[src/rtl/divider_if.sv]
// Handshake and operand/result bundle for the sequential divider.
interface divider_if #(
  parameter int unsigned BIT_SZ = 8
);
  logic              start;
  logic [BIT_SZ-1:0] a;
  logic [BIT_SZ-1:0] b;
  logic              ready;
  logic              done;
  logic [BIT_SZ-1:0] q;
  logic [BIT_SZ-1:0] r;
  logic              dbz;

  // Requester side: issues operands, observes results.
  modport master (
    output start, a, b,
    input  ready, done, q, r, dbz
  );

  // Divider side.
  modport slave (
    input  start, a, b,
    output ready, done, q, r, dbz
  );
endinterface

[src/rtl/divider.sv]
// Sequential unsigned restoring divider: one quotient bit per clock, start/done handshake.
module divider #(
  parameter int unsigned BIT_SZ = 8
) (
  input logic       clk,
  input logic       rst,
  divider_if.slave  bus
);
  localparam int unsigned CntW = $clog2(BIT_SZ);
  localparam logic [CntW-1:0] LastStep = CntW'(BIT_SZ - 1);

  typedef enum logic [1:0] {StIdle, StCalc, StDone} state_t;

  state_t            state;
  // work holds the dividend bits still to be consumed in its upper part and the
  // quotient bits produced so far in its lower part; after BIT_SZ steps it is the quotient.
  logic [BIT_SZ-1:0] work;
  logic [BIT_SZ-1:0] divisor;
  // Stored partial remainder is always < divisor, so BIT_SZ bits suffice between steps.
  logic [BIT_SZ-1:0] rem;
  logic [CntW-1:0]   cnt;
  logic              ready_reg;
  logic              done_reg;
  logic [BIT_SZ-1:0] q_reg;
  logic [BIT_SZ-1:0] r_reg;
  logic              dbz_reg;

  logic [BIT_SZ:0]   rem_shift;
  logic [BIT_SZ:0]   rem_diff;
  logic              fits;
  logic [BIT_SZ-1:0] rem_next;
  logic [BIT_SZ-1:0] work_next;
  logic              accept;

  // One restoring step: shift in the next dividend bit, trial-subtract, keep on no borrow.
  always_comb begin
    rem_shift = {rem, work[BIT_SZ-1]};
    rem_diff  = rem_shift - {1'b0, divisor};
    // The shifted remainder is below 2*divisor, so bit BIT_SZ of the difference is its sign.
    fits      = ~rem_diff[BIT_SZ];
    rem_next  = fits ? rem_diff[BIT_SZ-1:0] : rem_shift[BIT_SZ-1:0];
    work_next = {work[BIT_SZ-2:0], fits};
  end

  assign accept = bus.start && (state == StIdle || state == StDone);

  // Control FSM with registered handshake and result outputs.
  always_ff @(posedge clk or posedge rst) begin
    if (rst) begin
      state     <= StIdle;
      work      <= '0;
      divisor   <= '0;
      rem       <= '0;
      cnt       <= '0;
      ready_reg <= 1'b1;
      done_reg  <= 1'b0;
      q_reg     <= '0;
      r_reg     <= '0;
      dbz_reg   <= 1'b0;
    end else begin
      unique case (state)
        StIdle, StDone: begin
          if (accept) begin
            work    <= bus.a;
            divisor <= bus.b;
            rem     <= '0;
            cnt     <= '0;
            if (bus.b != '0) begin
              state     <= StCalc;
              ready_reg <= 1'b0;
              done_reg  <= 1'b0;
            end else begin
              // Divide by zero completes immediately with a defined result.
              state     <= StDone;
              ready_reg <= 1'b1;
              done_reg  <= 1'b1;
              q_reg     <= '1;
              r_reg     <= bus.a;
              dbz_reg   <= 1'b1;
            end
          end else begin
            state     <= StIdle;
            ready_reg <= 1'b1;
            done_reg  <= 1'b0;
          end
        end
        StCalc: begin
          work <= work_next;
          rem  <= rem_next;
          cnt  <= cnt + 1'b1;
          if (cnt == LastStep) begin
            state     <= StDone;
            ready_reg <= 1'b1;
            done_reg  <= 1'b1;
            q_reg     <= work_next;
            r_reg     <= rem_next;
            dbz_reg   <= 1'b0;
          end
        end
        default: begin
          state     <= StIdle;
          ready_reg <= 1'b1;
          done_reg  <= 1'b0;
        end
      endcase
    end
  end

  assign bus.ready = ready_reg;
  assign bus.done  = done_reg;
  assign bus.q     = q_reg;
  assign bus.r     = r_reg;
  assign bus.dbz   = dbz_reg;
endmodule

[src/flat_wrapper.sv]
// flat-port wrapper written by rule: the top's interface ports become plain ports
module divider_flat 
#(
  parameter int unsigned BIT_SZ = 8
)
  (clk, rst, bus_start, bus_a, bus_b, bus_ready, bus_done, bus_q, bus_r, bus_dbz);
  divider_if #(.BIT_SZ(BIT_SZ)) bus_i ();
  input logic clk;
  input logic rst;
  input wire logic [$bits(bus_i.start)-1:0] bus_start;
  input wire logic [$bits(bus_i.a)-1:0] bus_a;
  input wire logic [$bits(bus_i.b)-1:0] bus_b;
  output wire logic [$bits(bus_i.ready)-1:0] bus_ready;
  output wire logic [$bits(bus_i.done)-1:0] bus_done;
  output wire logic [$bits(bus_i.q)-1:0] bus_q;
  output wire logic [$bits(bus_i.r)-1:0] bus_r;
  output wire logic [$bits(bus_i.dbz)-1:0] bus_dbz;
  assign bus_i.start = bus_start;
  assign bus_i.a = bus_a;
  assign bus_i.b = bus_b;
  assign bus_ready = bus_i.ready;
  assign bus_done = bus_i.done;
  assign bus_q = bus_i.q;
  assign bus_r = bus_i.r;
  assign bus_dbz = bus_i.dbz;
  divider #(.BIT_SZ(BIT_SZ)) u_core (.clk(clk), .rst(rst), .bus(bus_i));
endmodule
[config.mk]
export PLATFORM = sky130hd
export DESIGN_NAME = divider_flat
export DESIGN_NICKNAME = d
export VERILOG_FILES = /design/src/rtl/divider_if.sv /design/src/rtl/divider.sv /design/src/flat_wrapper.sv
export SDC_FILE = /design/constraint.sdc
export NUM_CORES = 1
export LEC_CHECK = 0
export BUFFER_PORTS_ARGS = -buffer_cell sky130_fd_sc_hd__buf_2
export CORE_MARGIN = 2
export CORE_UTILIZATION = 40
export CTS_BUF_LIST = sky130_fd_sc_hd__clkbuf_16
export DETAILED_ROUTE_END_ITERATION = 10
export GPL_ROUTABILITY_DRIVEN = 0
export PLACE_DENSITY_LB_ADDON = 0.3
export SETUP_SLACK_MARGIN = 0.4
export SLEW_MARGIN = 10
export SYNTH_ARGS = -nofsm -noshare
export SYNTH_HDL_FRONTEND = slang
export SYNTH_SLANG_ARGS = --single-unit
export TNS_END_PERCENT = 100
[constraint.sdc]
create_clock -name clk -period 3.7 [get_ports clk]
set_clock_uncertainty 0.2 [all_clocks]
set_input_delay 0.37 -clock clk [delete_from_list [all_inputs] [get_ports clk]]
set_output_delay 0.37 -clock clk [all_outputs]
set_load 0.03 [all_outputs]
**Yosys cells after proc, flatten, opt, wreduce, memory -nomap -nowiden**

Index checks and enable logic that the tools add are counted.
Widths: inputs -> output; s select.

- Reduce and logical (&&, ||, !) cells: 9
- Muxes and demuxes: 29
- Bitwise logic cells: 1
- Eq/ne operators: 6
- Add/sub/neg operators: 2

Operators with widths:

| kind | count |
|---|---|
| $mux 8 | 9 |
| $pmux 8 s2 | 4 |
| $sub 9x8->9 | 1 |
| $reduce_bool 8->1 | 1 |
| $mux 1 | 7 |
| $mux 2 | 3 |
| $pmux 1 s2 | 3 |
| $pmux 3 s2 | 1 |
| $ne 2x1->1 const B | 2 |
| $pmux 2 s2 | 1 |
| $reduce_and 2->1 | 2 |
| $reduce_and 4->1 | 1 |
| $add 3x1->3 const B | 1 |
| $eq 3x3->1 const B | 1 |
| $mux 3 | 1 |
| $eq 2x1->1 const B | 1 |
| $eq 2x2->1 const B | 1 |
| $logic_not 2->1 | 1 |
| $ne 2x2->1 const B | 1 |
| $reduce_bool 2->1 | 1 |
| $reduce_or 2->1 | 1 |
| $logic_and 1x1->1 | 1 |
| $logic_or 1x1->1 | 1 |
| $not 1->1 | 1 |

- Output and inout port bits: 19
- Word-level logic and storage cells: 57
- Flip-flop bits (word level): 48

**Logic depth before layout (Yosys ltp)**

Gate-level depths: netlist (run 1).

- Depth after elaboration: 5
- Mapped depth: 11

**Worst setup path before layout (run 1)**

Ideal clock, no wire load.

- Path type: reg2reg
- From: register u_core.work[7]
- To: register u_core.r_reg[5] (netlist: u_core.bus.r[5])
- Library setup time: 0.081 ns
- Arrival: 2.406 ns
- Path slack: 1.013 ns
- Cell stages (with the launch flop): 12
- Period minus slack after synthesis: 2.687 ns
- Cell sequence: dfrtp_1 > inv_1 > ha_1 > inv_1 > fa_1 > a211oi_2 > nor3_1 > mux2_4 > and2_1 > buf_6 > or3_4 > a31oi_2

- Cells in the longest elaborated chain, start to end: 4

Ends and longest elaborated chain:

| element | RTL line | source |
|---|---|---|
| start: declaration | divider.sv:17 | `logic [BIT_SZ-1:0] work;` |
| start signal: assignment | divider.sv:64 | `work <= bus.a;` |
| start signal: assignment | divider.sv:88 | `work <= work_next;` |
| $sub 9x8->9 | divider.sv:38 | `rem_diff = rem_shift - {1'b0, divisor};` |
| $mux 8 | divider.sv:41 | `rem_next = fits ? rem_diff[BIT_SZ-1:0] : rem_shift[BIT_SZ-1:0];` |
| $mux 8 | divider.sv:91 | `if (cnt == LastStep) begin` |
| $pmux 8 s2 | divider.sv:61 | `unique case (state)` |
| end signal: assignment | divider.sv:78 | `r_reg <= bus.a;` |
| end signal: assignment | divider.sv:96 | `r_reg <= rem_next;` |
| end: declaration | divider.sv:25 | `logic [BIT_SZ-1:0] r_reg;` |

No other way between the ends. The select of a mux whose other input is x is not followed.
A chain may end at the register's enable or synchronous reset.

**Final worst setup path (run 1)**

Same ends and word-level chain as after synthesis.

==> impl_metrics.json, run 1 <==
{
  "design.portCount": 38,
  "critPathKind": "reg2reg",
  "clk_pin_slew_ps": 70,
  "fin_nets": 329,
  "buffer_ports.inserted": 37,
  "ant_cells": 0,
  "synthDominantAreaCellType": "sky130_fd_sc_hd__dfrtp_1",
  "std_cell_rows": 28,
  "antenna_violations_before_repair": 0,
  "firstDrtPassIters": 4,
  "relSlewSlack_pct": 35.6,
  "detailedPlace.worstSlack_ps": 933,
  "worst_setup_path_start_kind": "flip-flop",
  "ant_nets": 0,
  "internal-power_w": 0.00172,
  "finalWirelength_um": 5330,
  "cts_num_sinks": 47,
  "net_sw_share_pct": 45.1,
  "yosys-top-cells-count": "sky130_fd_sc_hd__dfrtp_1 (46), sky130_fd_sc_hd__nand2_1 (46), sky130_fd_sc_hd__nor2_1 (30)",
  "grt_remaining_overflow": 0,
  "post-route-worst-setup-slack_ps": 916,
  "yosys-top-cells-area": "sky130_fd_sc_hd__dfrtp_1 (48%), sky130_fd_sc_hd__nand2_1 (7.2%), sky130_fd_sc_hd__ha_1 (5.2%)",
  "synth_enable_flop_cells": 0,
  "synth_cell_types": 42,
  "clkPwrFrac_pct": 14.4,
  "report.final.setup_viol": 0,
  "ys_seq_elements": 47,
  "floorplan.initialDensity_pct": 40.8,
  "grt_max_degree": 48,
  "max_vdd_drop_v": 0.000356,
  "netlist_area_um2": 2390,
  "crit_path_cell_trace": "inv_1 -> ha_1 -> inv_1 -> fa_1 -> a211oi_2 -> nor3_1 -> mux2_4 -> and2_1 -> or3_4 -> a31oi_2",
  "number_of_levels_in_the_clock_h_tree": 2,
  "critPathBufInv": 2,
  "worst_pin_slew_ps": 964,
  "worst_hold_path_type": "in2reg",
  "layout_worst_path_cycle_share_pct": 75.2,
  "synth_ff_type": "sky130_fd_sc_hd__dfrtp_1",
  "numCtsBuffers": 5,
  "slowest_delay_ps": 420,
  "crit_required_ps": 3710,
  "postSynthNetCount": 293,
  "switchingPower_w": 0.00141,
  "grt_pass1_wl_um": 8740,
  "holdBufCountCts": 0,
  "filler_cell_count": 573,
  "power_frac_seq_pct": 29.7,
  "wl_per_cell_um": 14.2,
  "avgSynthCellArea_um2": 9.09,
  "share_of_the_synthesized_area_in_the_top_cell_type_pct": 48.2,
  "drt_drc_violations_left": 0,
  "leakagePower_nw": 1.29,
  "max_transition_viols_final": 0,
  "outcome": "complete, no violations",
  "yosysWarnings": 0,
  "root_buffer": "sky130_fd_sc_hd__clkbuf_16",
  "floorplan.die.height_um": 81.3,
  "post_cts.resized_instances": 0,
  "power.density_nw_per_um2": 1120,
  "flow.area_growth_from_synthesis_pct": 16.7,
  "floorplan.die_area_um2": 6610,
  "layout-drive-gt1-share_pct": 19.0,
  "global_route.usage.met1_pct": 26.1,
  "critical_path.max_fanout": 9,
  "core-area_um2": 5850,
  "top_usage_layer": "met1",
  "final_util_pct": 47.7,
  "tritoncts": "yes",
  "finalSetupTns_ps": 0,
  "grt_pass1_vias": 1769,
  "cap_violations": 0,
  "crit_family": "simple AND/OR/NAND/NOR gates",
  "die_outline_width_um": 81.3,
  "globalRouteMet2Util_pct": 25.7,
  "clockBufferDepth": 2,
  "dr.first_iter.drc_count": 104,
  "critical-path-slowest-cell": "sky130_fd_sc_hd__fa_1",
  "viasPerCell": 5.18,
  "endpoint_kind_of_the_worst_setup_timing_path": "flip-flop",
  "combinationalPowerShare_pct": 55.9,
  "max_freq_mhz": 359,
  "worst_ep_arrival_time_ps": 2800,
  "share_of_synthesized_area_occupied_by_flip_flops_and_latches_pct": 49.3,
  "dp.final_hpwl_um": 3940,
  "rsz0062_at_grt": "false",
  "grt_util_met3_pct": 2.89,
  "fraction_of_registers_with_async_set_or_reset_after_synthesis_pct": 100,
  "worst_hold_slack_ps": 101,
  "gr-usage-all-layers_pct": 17.3,
  "dr_total_vias": 1943,
  "finalHoldViolCount": 0,
  "clock_insertion_delay_worst_skew_ps": 290,
  "cts_setup_buffers": 0,
  "cells_after_synthesis": 263,
  "post-route-min-period_ps": 2780,
  "worst_path_most_repeated_cell": "sky130_fd_sc_hd__inv_1"
}
-- worst reg2reg max path, cell delays in order, from the launching register on --
cell                       delay (ps)
sky130_fd_sc_hd__dfrtp_1          380
sky130_fd_sc_hd__inv_1             70
sky130_fd_sc_hd__ha_1             160
sky130_fd_sc_hd__inv_1             50
sky130_fd_sc_hd__fa_1             420
sky130_fd_sc_hd__a211oi_2         230
sky130_fd_sc_hd__nor3_1            90
sky130_fd_sc_hd__mux2_4           310
sky130_fd_sc_hd__and2_1           230
sky130_fd_sc_hd__or3_4            410
sky130_fd_sc_hd__a31oi_2          160
-- kinds of logic (layout without fill, tap and decap cells) --
logic type	after synthesis	after routing	synth area share, %
simple gates	107	107	19.7
compound gates	66	66	17.0
flops	47	47	49.3
buf+inv	22	59	3.82
fa+ha+maj	11	11	6.07
xor+xnor	5	5	1.83
mux	5	5	2.36
-- path summary, 6_finish.rpt --
path,startpoint,to,slack (ps),cells after the start
min reg2reg,u_core.bus.dbz,u_core.bus.dbz,280,2
max,u_core.work[7],u_core.bus.r[5],920,10
min in group asynchronous,rst,u_core.bus.r[5],110,2
max reg2reg,u_core.work[7],u_core.bus.r[5],920,10
min,bus_b[4],u_core.divisor[4],100,3
max in group asynchronous,rst,u_core.bus.q[4],2600,2
-- area by class of cell --
type	instances	area, um2	area share (%)
multi-input cells	194	1120	40.2
clock inverters	3	18.8	0.673
repair buffers	41	215	7.72
well taps	75	93.8	3.36
clock buffers	5	125	4.49
flip-flops and latches	47	1180	42.2
inverters	10	37.5	1.35
-- layout by cell type, fill, tap and decap left out, types with 2 or more instances in the layout --
cell type,synthesis,layout
sky130_fd_sc_hd__dfrtp_1,46,46
sky130_fd_sc_hd__clkbuf_16,0,5
sky130_fd_sc_hd__buf_2,0,37
sky130_fd_sc_hd__a21oi_1,15,15
sky130_fd_sc_hd__a211oi_1,2,2
sky130_fd_sc_hd__nor2b_1,5,5
sky130_fd_sc_hd__a22oi_1,2,2
sky130_fd_sc_hd__xnor2_1,5,5
sky130_fd_sc_hd__ha_1,10,10
sky130_fd_sc_hd__nand2b_1,4,4
sky130_fd_sc_hd__nor2_1,30,30
sky130_fd_sc_hd__inv_1,10,9
sky130_fd_sc_hd__mux2i_1,3,3
sky130_fd_sc_hd__o22ai_1,2,2
sky130_fd_sc_hd__o21ai_0,22,22
sky130_fd_sc_hd__nor4_1,2,2
sky130_fd_sc_hd__a22o_1,2,2
sky130_fd_sc_hd__nand3_1,13,13
sky130_fd_sc_hd__a31oi_1,11,11
sky130_fd_sc_hd__nand2_1,46,46
sky130_fd_sc_hd__clkinv_2,0,2
sky130_fd_sc_hd__buf_4,0,4
-- power groups by stage --
stage	logic, W	clock network, W	registers [W]
2_1_floorplan	0.00123	0	0.00109
3_3_place_gp	0.00171	0	0.000929
3_5_place_dp	0.00175	0	0.000936
4_1_cts	0.00176	0.000456	0.000930
5_1_grt	0.00197	0.000476	0.000962
6_report	0.00175	0.000451	0.000931
-- stage by stage --
stage	total power, W	instance area [um2]	cells
after CTS	0.00314	2790	375
after global routing	0.00340	2790	375
final	0.00313	2790	375
after detailed placement	0.00268	2650	367
after floorplan	0.00232	2390	263
after global placement	0.00264	2650	367
-- layer usage --
metal / share of wire, % / vias to the layer above
li1: - / 978
met1: 51 / 917
met2: 44 / 43
met3: 4.7 / 5
met4: 0.96 / 0
met5: 0 / -
(Power assumes the default switching activity.)
==> run 2, diff against run 1 <==
ABC_AREA = 1   (was unset)
clock period = 2.4 ns   (was 3.7 ns; I/O delays follow)
==> run 2 against run 1 <==
Against the previous run:
- the run now ends with negative hold slack left
- count of clock-buffer cells in the layout is the same
- hold slack got worse by 110 ps
- critical path depth grew 1
- via count is 17% higher
- synthesized area rose by 7.3%
- register-to-register slack worse by 660 ps
- final cell count up 20%
- first-iteration DRC count up 47%
- largest cell class is now multi-input combinational cells
==> impl_metrics.json, run 2 <==
{
  "grt_pass1_wl_um": 10600,
  "post_dp_cell_area_um2": 2830,
  "grt_max_degree": 26,
  "floorplan.die.height_um": 84.1,
  "floorplan.initialDensity_pct": 40.9,
  "root_buffer": "sky130_fd_sc_hd__clkbuf_16",
  "worst_path_most_repeated_cell": "sky130_fd_sc_hd__nand2_4",
  "fin_nets": 401,
  "ant_nets": 0,
  "filler_cell_count": 582,
  "avgSynthCellArea_um2": 8.14,
  "critical-path-slowest-cell": "sky130_fd_sc_hd__dfrtp_1",
  "dp.final_hpwl_um": 4460,
  "outcome": "complete, but fails checks",
  "gr-usage-all-layers_pct": 18.5,
  "max_transition_viols_final": 0,
  "post-route-min-period_ps": 2140,
  "critPathKind": "reg2reg",
  "finalWirelength_um": 6500,
  "numCtsBuffers": 5,
  "post-route-cell-area_um2": 3340,
  "layout_worst_path_cycle_share_pct": 89.3,
  "synth_cell_types": 34,
  "dr_total_vias": 2274,
  "design.portCount": 38,
  "endpoint_kind_of_the_worst_setup_timing_path": "flip-flop",
  "worst_ep_arrival_time_ps": 2180,
  "clockBufferDepth": 2,
  "share_of_the_synthesized_area_in_the_top_cell_type_pct": 44.9,
  "grt_remaining_overflow": 0,
  "final_common_cell": "sky130_fd_sc_hd__nand2_1",
  "max_freq_mhz": 467,
  "synth_enable_flop_cells": 0,
  "firstDrtPassIters": 4,
  "floorplan.die_area_um2": 7070,
  "wl_per_cell_um": 14.5,
  "violations": "negative hold slack",
  "worst_hold_slack_ps": -6.28,
  "buffer_ports.inserted": 37,
  "count_leader_synth": "sky130_fd_sc_hd__nand2_1",
  "crit_required_ps": 2430,
  "clk_pin_slew_ps": 70,
  "worst_pin_slew_ps": 460,
  "drt_drc_violations_left": 0,
  "report.final.setup_viol": 0,
  "slowest_delay_ps": 480,
  "clock_insertion_delay_worst_skew_ps": 290,
  "tritoncts": "yes",
  "std_cell_rows": 29,
  "number_of_levels_in_the_clock_h_tree": 2,
  "finalHoldViolCount": 1,
  "postSynthNetCount": 345,
  "critical_path.max_fanout": 5,
  "synth_ff_type": "sky130_fd_sc_hd__dfrtp_1",
  "worst_hold_path_type": "in2reg",
  "crit_path_cell_trace": "ha_4 -> nand2_1 -> nor2_1 -> nand3_4 -> nand2_4 -> nand2_4 -> nand2_4 -> nand3_2 -> nand3_2 -> nand2_1 -> inv_1",
  "cap_violations": 0,
  "layout-drive-gt1-share_pct": 30.9,
  "cts_num_sinks": 47,
  "cells_after_synthesis": 315,
  "netlist_area_um2": 2560,
  "synthDominantAreaCellType": "sky130_fd_sc_hd__dfrtp_1",
  "rsz0062_at_grt": "true",
  "fraction_of_registers_with_async_set_or_reset_after_synthesis_pct": 100,
  "viasPerCell": 5.06,
  "dr.first_iter.drc_count": 153,
  "die_outline_width_um": 84.1,
  "relSlewSlack_pct": 69.3,
  "final_cell_mix": "sky130_fd_sc_hd__nand2_1 (65), sky130_fd_sc_hd__inv_1 (48), sky130_fd_sc_hd__dfrtp_1 (46), sky130_fd_sc_hd__buf_2 (37)",
  "yosys-top-cells-area": "sky130_fd_sc_hd__dfrtp_1 (45%), sky130_fd_sc_hd__nand2_1 (10%), sky130_fd_sc_hd__nand3_1 (7.6%)",
  "ant_cells": 0,
  "grt_pass1_vias": 2279,
  "yosysWarnings": 0,
  "flow.area_growth_from_synthesis_pct": 30.3,
  "finalSetupTns_ps": 0,
  "ys_seq_elements": 47,
  "multi_input_area_um2": 1390,
  "regArea_um2": 1180,
  "worst_setup_path_start_kind": "flip-flop",
  "yosys-top-cells-count": "sky130_fd_sc_hd__nand2_1 (68), sky130_fd_sc_hd__inv_1 (50), sky130_fd_sc_hd__dfrtp_1 (46)",
  "core-area_um2": 6280,
  "share_of_synthesized_area_occupied_by_flip_flops_and_latches_pct": 45.9,
  "antenna_violations_before_repair": 0
}
run 2: cell types whose count changed in the layout (fill, tap and decap cells not counted), sizes merged, moves of 7 or more:
cell   delta
or2       +7
nand3    +27
buf      +10
inv      +44
a31oi    -11
nand2    +30
run 2: per-layer routing:
layer | GRT usage (%) | share of wire (%) | up-vias
li1 | - | - | 1121
met1 | 23.3 | 43 | 1099
met2 | 32.6 | 52 | 45
met3 | 3.56 | 3.2 | 9
met4 | 4.84 | 1.6 | 0
met5 | 0 | 0 | -
run 2: kinds of logic (layout without fill, tap and decap cells):
| logic type | after synthesis | after routing | share of synthesized area (%) |
|---|---|---|---|
| buffers and inverters | 60 | 116 | 9.46 |
| flip-flops | 47 | 47 | 45.9 |
| adder cells (fa/ha/maj) | 11 | 11 | 5.66 |
| XOR/XNOR | 3 | 3 | 1.02 |
| AND/OR/NAND/NOR | 152 | 153 | 28.6 |
| AO/OA/AOI/OAI | 42 | 42 | 9.37 |
run 2: timing repair:
item,CTS,global route
gates cloned,1,0
setup buffers,6,5
endpoints found under the hold margin,19,0
pin swaps,2,9
hold buffers,4,0
gates resized for setup,17,27
endpoints found under the setup margin,17,18
run 2: critical path, delay by kind of cell (launching register included):
kind,cells,cell delay [ps]
simple gates,9,1030
flops,1,480
fa+ha+maj,1,330
buf+inv,1,50
run 2: worst paths after layout:
check,startpoint,to,slack [ps],depth (start not counted)
setup / recovery,u_core.rem[3],u_core.bus.r[6],260,11
hold / removal,bus_b[1],u_core.divisor[1],-6,3
setup reg to reg,u_core.rem[3],u_core.bus.r[6],260,11
hold reg to reg,u_core.bus.ready,u_core.bus.ready,270,2
max in group asynchronous,rst,u_core.bus.ready,1090,4
min in group asynchronous,rst,u_core.bus.r[2],290,3
run 2: per-stage QoR:
step	setup slack [ps]	cells	util (%)	hold WS, ps
6_report	257	449	53.2	-6.28
4_1_cts	334	444	50.1	0.858
3_3_place_gp	317	425	45.1	42.3
5_1_grt	180	449	53.2	11.7
3_5_place_dp	260	425	45.1	60.3
2_1_floorplan	434	315	-	161
run 2: layout make-up:
cell class	count	area share (%)
inverters	53	6.10
flip-flops and latches	47	35.2
clock buffers	5	3.74
repair buffers	55	10.1
multi-input cells	209	41.5
well taps	77	2.88
clock inverters	3	0.449
Power of run 2 is left out: the tool's default activity adds up to more than one toggle a clock period on the data nets, which glitch-free logic cannot reach.
